==> src/rtl/dac_frame_scheduler.sv <==
// Round-robin arbiter sharing one serial DAC link between NUM_CH sample sources.
// Each granted request is sent as an {address, sample} frame, MSB first, under an active-low LOAD_SHIFT strobe.
module dac_frame_scheduler #(
   parameter int NUM_CH   = 4,
   parameter int ADDR_W   = 8,
   parameter int DATA_W   = 8,
   parameter int SCLK_DIV = 1,
   parameter int GAP_CYC  = 2
) (
   input  logic                       CLKOUT,
   input  logic                       RESET,
   input  logic [NUM_CH-1:0]          REQ,
   input  logic [NUM_CH*DATA_W-1:0]   WDATA,
   output logic [NUM_CH-1:0]          ACK,
   output logic                       BUSY,
   output logic                       SCLK,
   output logic                       LOAD_SHIFT,
   output logic                       DI
);

   localparam int FRAME_BITS = ADDR_W + DATA_W;
   localparam int PTR_W      = $clog2(NUM_CH);
   localparam int BIT_W      = $clog2(FRAME_BITS);
   localparam int DIV_W      = $clog2(SCLK_DIV + 1);
   localparam int GAP_W      = $clog2(GAP_CYC + 1);

   typedef enum logic [1:0] {ST_IDLE, ST_SHIFT, ST_GAP} state_t;

   state_t                  r_state, w_state;
   logic [PTR_W-1:0]        r_ptr, w_ptr;
   logic [FRAME_BITS-1:0]   r_shift, w_shift;
   logic [BIT_W-1:0]        r_bit, w_bit;
   logic [DIV_W-1:0]        r_div, w_div;
   logic [GAP_W-1:0]        r_gap, w_gap;
   logic [NUM_CH-1:0]       r_ack, w_ack;
   logic                    r_busy, w_busy;
   logic                    r_sclk, w_sclk;
   logic                    r_ls, w_ls;
   logic                    r_di, w_di;
   logic                    w_found;
   logic [PTR_W-1:0]        w_win;
   logic [PTR_W-1:0]        w_cand;

   always_comb begin
      w_found = 1'b0;
      w_win   = '0;
      w_cand  = '0;
      for (int unsigned i = 0; i < NUM_CH; i++) begin
         w_cand = PTR_W'((32'(r_ptr) + 32'd1 + i) % NUM_CH);
         if (!w_found && REQ[w_cand]) begin
            w_found = 1'b1;
            w_win   = w_cand;
         end
      end
   end

   always_comb begin
      w_state = r_state;
      w_ptr   = r_ptr;
      w_shift = r_shift;
      w_bit   = r_bit;
      w_div   = r_div;
      w_gap   = r_gap;
      w_ack   = '0;
      w_busy  = r_busy;
      w_sclk  = r_sclk;
      w_ls    = r_ls;
      w_di    = r_di;
      case (r_state)
         ST_IDLE: begin
            if (w_found) begin
               w_ack[w_win] = 1'b1;
               w_shift      = {ADDR_W'(w_win), WDATA[w_win*DATA_W +: DATA_W]};
               w_ptr        = w_win;
               w_state      = ST_SHIFT;
            end
         end
         ST_SHIFT: begin
            // LOAD_SHIFT still high marks the ACK cycle: open the frame with bit 0's low phase
            if (r_ls) begin
               w_ls   = 1'b0;
               w_busy = 1'b1;
               w_sclk = 1'b0;
               w_di   = r_shift[FRAME_BITS-1];
               w_div  = '0;
               w_bit  = '0;
            end else if (r_div != DIV_W'(SCLK_DIV - 1)) begin
               w_div = r_div + 1'b1;
            end else begin
               w_div = '0;
               if (!r_sclk) begin
                  w_sclk = 1'b1;
               end else if (r_bit == BIT_W'(FRAME_BITS - 1)) begin
                  w_state = ST_GAP;
                  w_ls    = 1'b1;
                  w_sclk  = 1'b0;
                  w_di    = 1'b1;
                  w_gap   = '0;
               end else begin
                  w_bit   = r_bit + 1'b1;
                  w_sclk  = 1'b0;
                  w_shift = {r_shift[FRAME_BITS-2:0], 1'b0};
                  w_di    = r_shift[FRAME_BITS-2];
               end
            end
         end
         ST_GAP: begin
            if (r_gap == GAP_W'(GAP_CYC - 1)) begin
               w_state = ST_IDLE;
               w_busy  = 1'b0;
            end else begin
               w_gap = r_gap + 1'b1;
            end
         end
         default: w_state = ST_IDLE;
      endcase
   end

   always_ff @(posedge CLKOUT or posedge RESET) begin
      if (RESET) begin
         r_state <= ST_IDLE;
         r_ptr   <= PTR_W'(NUM_CH - 1);
         r_shift <= '0;
         r_bit   <= '0;
         r_div   <= '0;
         r_gap   <= '0;
         r_ack   <= '0;
         r_busy  <= 1'b0;
         r_sclk  <= 1'b0;
         r_ls    <= 1'b1;
         r_di    <= 1'b1;
      end else begin
         r_state <= w_state;
         r_ptr   <= w_ptr;
         r_shift <= w_shift;
         r_bit   <= w_bit;
         r_div   <= w_div;
         r_gap   <= w_gap;
         r_ack   <= w_ack;
         r_busy  <= w_busy;
         r_sclk  <= w_sclk;
         r_ls    <= w_ls;
         r_di    <= w_di;
      end
   end

   assign ACK        = r_ack;
   assign BUSY       = r_busy;
   assign SCLK       = r_sclk;
   assign LOAD_SHIFT = r_ls;
   assign DI         = r_di;

endmodule
==> config.mk <==
export PLATFORM = sky130hd
export DESIGN_NAME = dac_frame_scheduler
export DESIGN_NICKNAME = d
export VERILOG_FILES = /design/src/rtl/dac_frame_scheduler.sv
export SDC_FILE = /design/constraint.sdc
export NUM_CORES = 1
export LEC_CHECK = 0
export BUFFER_PORTS_ARGS = -buffer_cell sky130_fd_sc_hd__buf_2
export CAP_MARGIN = 15
export CORE_AREA = 2 2 67 69
export DETAILED_ROUTE_END_ITERATION = 7
export DIE_AREA = 0 0 69 71
export GPL_ROUTABILITY_DRIVEN = 0
export HOLD_SLACK_MARGIN = 0.08
export PLACE_DENSITY = 0.74
export SLEW_MARGIN = 0
export SYNTH_ARGS = -nofsm -noshare
export SYNTH_HDL_FRONTEND = slang
export SYNTH_SLANG_ARGS = --single-unit
==> constraint.sdc <==
create_clock -name CLKOUT -period 1.7 [get_ports CLKOUT]
set_clock_uncertainty 0.1 [all_clocks]
set_input_delay 0.085 -clock CLKOUT [delete_from_list [all_inputs] [get_ports CLKOUT]]
set_output_delay 0.085 -clock CLKOUT [all_outputs]
set_load 0.02 [all_outputs]
==> qor.yml <==
pwr:
  cellLeakagePower_uw: 0.00131
  p_clk_share_pct: 13.4
  p_int_uw: 2650
  comb_power_share_pct: 56.0
  seq_power_share_pct: 30.6
  ir_worst_vdd_mv: 0.748
  pwrdens_nw_per_um2: 1590
  power.share.switching_pct: 41.0
  p_switching_uw: 1840
sta:
  fmaxAchievable_mhz: 539
  report.final.hold_viol_count: 0
  setup_repair_after_global_routing_missed_its_margin: "yes"
  fin_ws_ns: -0.154
  final_tns_setup_ns: -0.938
  finalWorstPathRequiredPeriod_ns: 1.85
  worst_pin_slew_ns: 0.450
  min_period_over_period_pct: 109
  final_max_slew_viol_count: 0
  worst_slew_margin_rel_pct: 69.9
  timing.final.setup_violations: 9
routing:
  drtIter0Drc: 85
  drc: 0
  via_count_of_the_routed_design: 1925
  dr.pass1.iters: 4
  drt-total-wl_microns: 5180
  postRouteAntennaNets: 0
  via_per_inst: 5.45
  detail_route.wl_per_cell_microns: 14.7
setup_path:
  worstSetupEndpointType: "flop"
  path_max_fanout: 7
  timing.setup.critical_path_class: "reg -> reg"
  cp.arrival_ns: 1.92
  start_kind: "flop"
  cp_data_required_time_ns: 1.76
logic_synthesis:
  synthesis.nets: 249
  ys_ff_latch: 34
  synth_area_sq_um: 1930
  number_of_flops_mapped_to_enable_cells_by_yosys: 0
  ys_dominant_reg_cell: "sky130_fd_sc_hd__dfrtp_1"
  yosys_warnings: 0
  synth_area_leaders: "sky130_fd_sc_hd__dfrtp_1 (39%), sky130_fd_sc_hd__nand2_1 (5.8%), sky130_fd_sc_hd__dfstp_2 (5.5%)"
  synth.cells.most_frequent: "sky130_fd_sc_hd__dfrtp_1 (30), sky130_fd_sc_hd__nand2_1 (30), sky130_fd_sc_hd__o21ai_0 (16)"
  yosys.cell_types.count: 45
  syn_area_per_cell_sq_um: 9.23
  netlist.area_leader.share_pct: 38.9
  seq_area_frac_synth_pct: 44.4
  ys_async_sr_fraction_pct: 100
  yosys_top_cell_by_area: "sky130_fd_sc_hd__dfrtp_1"
  syn-instance-count: 209
global_routing:
  first_global_vias: 1938
  global_route.usage.met2_pct: 35.9
  grt.met1_usage_pct: 27.2
  antenna_violations_before_repair: 0
  groute.layer.met3.usage_pct: 5.13
  globalRouteTotalUtil_pct: 21.7
  global_route.overflow_total: 0
  grt_max_degree: 35
  grt_first_pass_wirelength_microns: 8460
  grt_most_used_layer: "met2"
clock_network:
  root_buffer_selected_by_cts: "sky130_fd_sc_hd__clkbuf_8"
  cts_tree: "yes"
  ctsLongestPathBuffers: 2
  cts.htree.levels: 2
  later_pin_clock_latency_in_the_skew_report_ns: 0.28
  cts-buffers-inserted: 5
  clock_sink_count: 34
  cts.clk_slew.worst_paths_ns: 0.07
cells_and_area:
  insertedDiodeCount: 0
  syn2layout_area_growth_pct: 46.5
  drive_gt1_share_pct: 39.2
  post-route-util_pct: 67.2
  finish.net_count: 341
floorplanning:
  die_y_microns: 71
  initial_core_util_pct: 45.9
  fp.coreArea_sq_um: 4200
  ioPinCount: 46
  dieArea_sq_um: 4900
  placement_rows: 24
  die_width_microns: 69
status:
  outcome: "finished, violations left"
  violated_checks: "setup timing"
run:
  cap_viol_max_count: 0
place:
  port_buffers: 45
  post-place-ws_ns: -0.112
  detailedPlacementHpwl_microns: 3400
min_path:
  worstHoldPathType: "in -> reg"
-- flip-flops by register name, indices dropped and copies added, names as in the netlist --
register / cells
LOAD_SHIFT: 1
r_gap: 2
r_shift: 16
BUSY: 1
r_bit: 4
ACK: 4
SCLK: 1
r_ptr: 2
r_state: 2
DI: 1
-- cells in the final DEF (no fill, tap or decap), types with 5 or more instances in the layout --
cell type | synthesis | final
sky130_fd_sc_hd__buf_2 | 6 | 45
sky130_fd_sc_hd__buf_4 | 1 | 31
sky130_fd_sc_hd__dfrtp_1 | 30 | 30
sky130_fd_sc_hd__nand2_1 | 30 | 29
sky130_fd_sc_hd__dlygate4sd3_1 | 0 | 17
sky130_fd_sc_hd__o21ai_0 | 16 | 14
sky130_fd_sc_hd__a21oi_1 | 14 | 13
sky130_fd_sc_hd__inv_1 | 11 | 11
sky130_fd_sc_hd__nor2_1 | 11 | 10
sky130_fd_sc_hd__nor3b_1 | 13 | 10
sky130_fd_sc_hd__o22ai_1 | 8 | 7
sky130_fd_sc_hd__clkbuf_8 | 0 | 6
sky130_fd_sc_hd__mux2i_1 | 8 | 5
-- final timing paths --
kind,start,end,slack (ns),cells after the start
worst max-delay path,r_ptr[1],r_shift[4],-0.15,6
worst min-delay path,WDATA[9],r_shift[1],0.11,3
worst max register to register,r_ptr[1],r_shift[4],-0.15,6
worst min register to register,r_shift[10],r_shift[10],0.39,2
max in group asynchronous,RESET,LOAD_SHIFT,0.82,4
min in group asynchronous,RESET,r_shift[11],0.34,4
-- logic make-up after synthesis --
kind of cell	count (synthesis)	share of synthesized area (%)
AO/OA/AOI/OAI	69	24.9
multiplexers	8	4.15
adder cells (fa/ha/maj)	2	1.30
AND/OR/NAND/NOR	76	20.8
buffers and inverters	20	4.48
flip-flops	34	44.4
-- metrics by stage --
| stage | cells | cell area, sq um | total power, uW | hold WS (ns) |
|---|---|---|---|---|
| floorplan | 209 | 1940 | 2840 | 0.122 |
| global placement | 328 | 2430 | 3560 | 0.101 |
| detailed placement | 328 | 2430 | 3640 | 0.116 |
| CTS | 353 | 2700 | 4310 | 0.102 |
| global route | 353 | 2830 | 4840 | 0.115 |
| finish | 353 | 2830 | 4490 | 0.106 |
-- area by class of cell --
cell class	instances	area (sq um)
well taps	52	65.1
repair buffers	94	648
flip-flops and latches	34	856
inverters	11	41.3
multi-input cells	155	1130
clock buffers	7	86.3
fillers	348	1380
-- worst max-delay path: stages (launching register included) --
cell	delay, ns
sky130_fd_sc_hd__dfstp_2	0.59
sky130_fd_sc_hd__mux2i_2	0.24
sky130_fd_sc_hd__o22ai_2	0.12
sky130_fd_sc_hd__a21oi_4	0.19
sky130_fd_sc_hd__buf_12	0.16
sky130_fd_sc_hd__mux2i_1	0.24
sky130_fd_sc_hd__a21oi_1	0.09
-- timing repair --
action	4_1_cts	5_1_grt
hold buffers	17	0
pin swaps	2	0
gates cloned	0	0
hold endpoints to repair	38	0
gates resized for setup	5	24
endpoints found under the setup margin	10	17
setup buffers	1	0
-- per-layer routing --
metal,vias to the layer above,share of wire [%]
met5,-,0
met4,0,2.7
met3,12,4.9
met2,71,48
met1,894,44
li1,948,-
-- power groups by stage --
stage               clock [uW]  sequential (uW)  combinational (uW)
finish                     601             1370                2520
global route               646             1410                2780
CTS                        619             1360                2330
detailed placement           0             1370                2260
global placement             0             1360                2200
floorplan                    0             1380                1470
(Power assumes the default switching activity.)
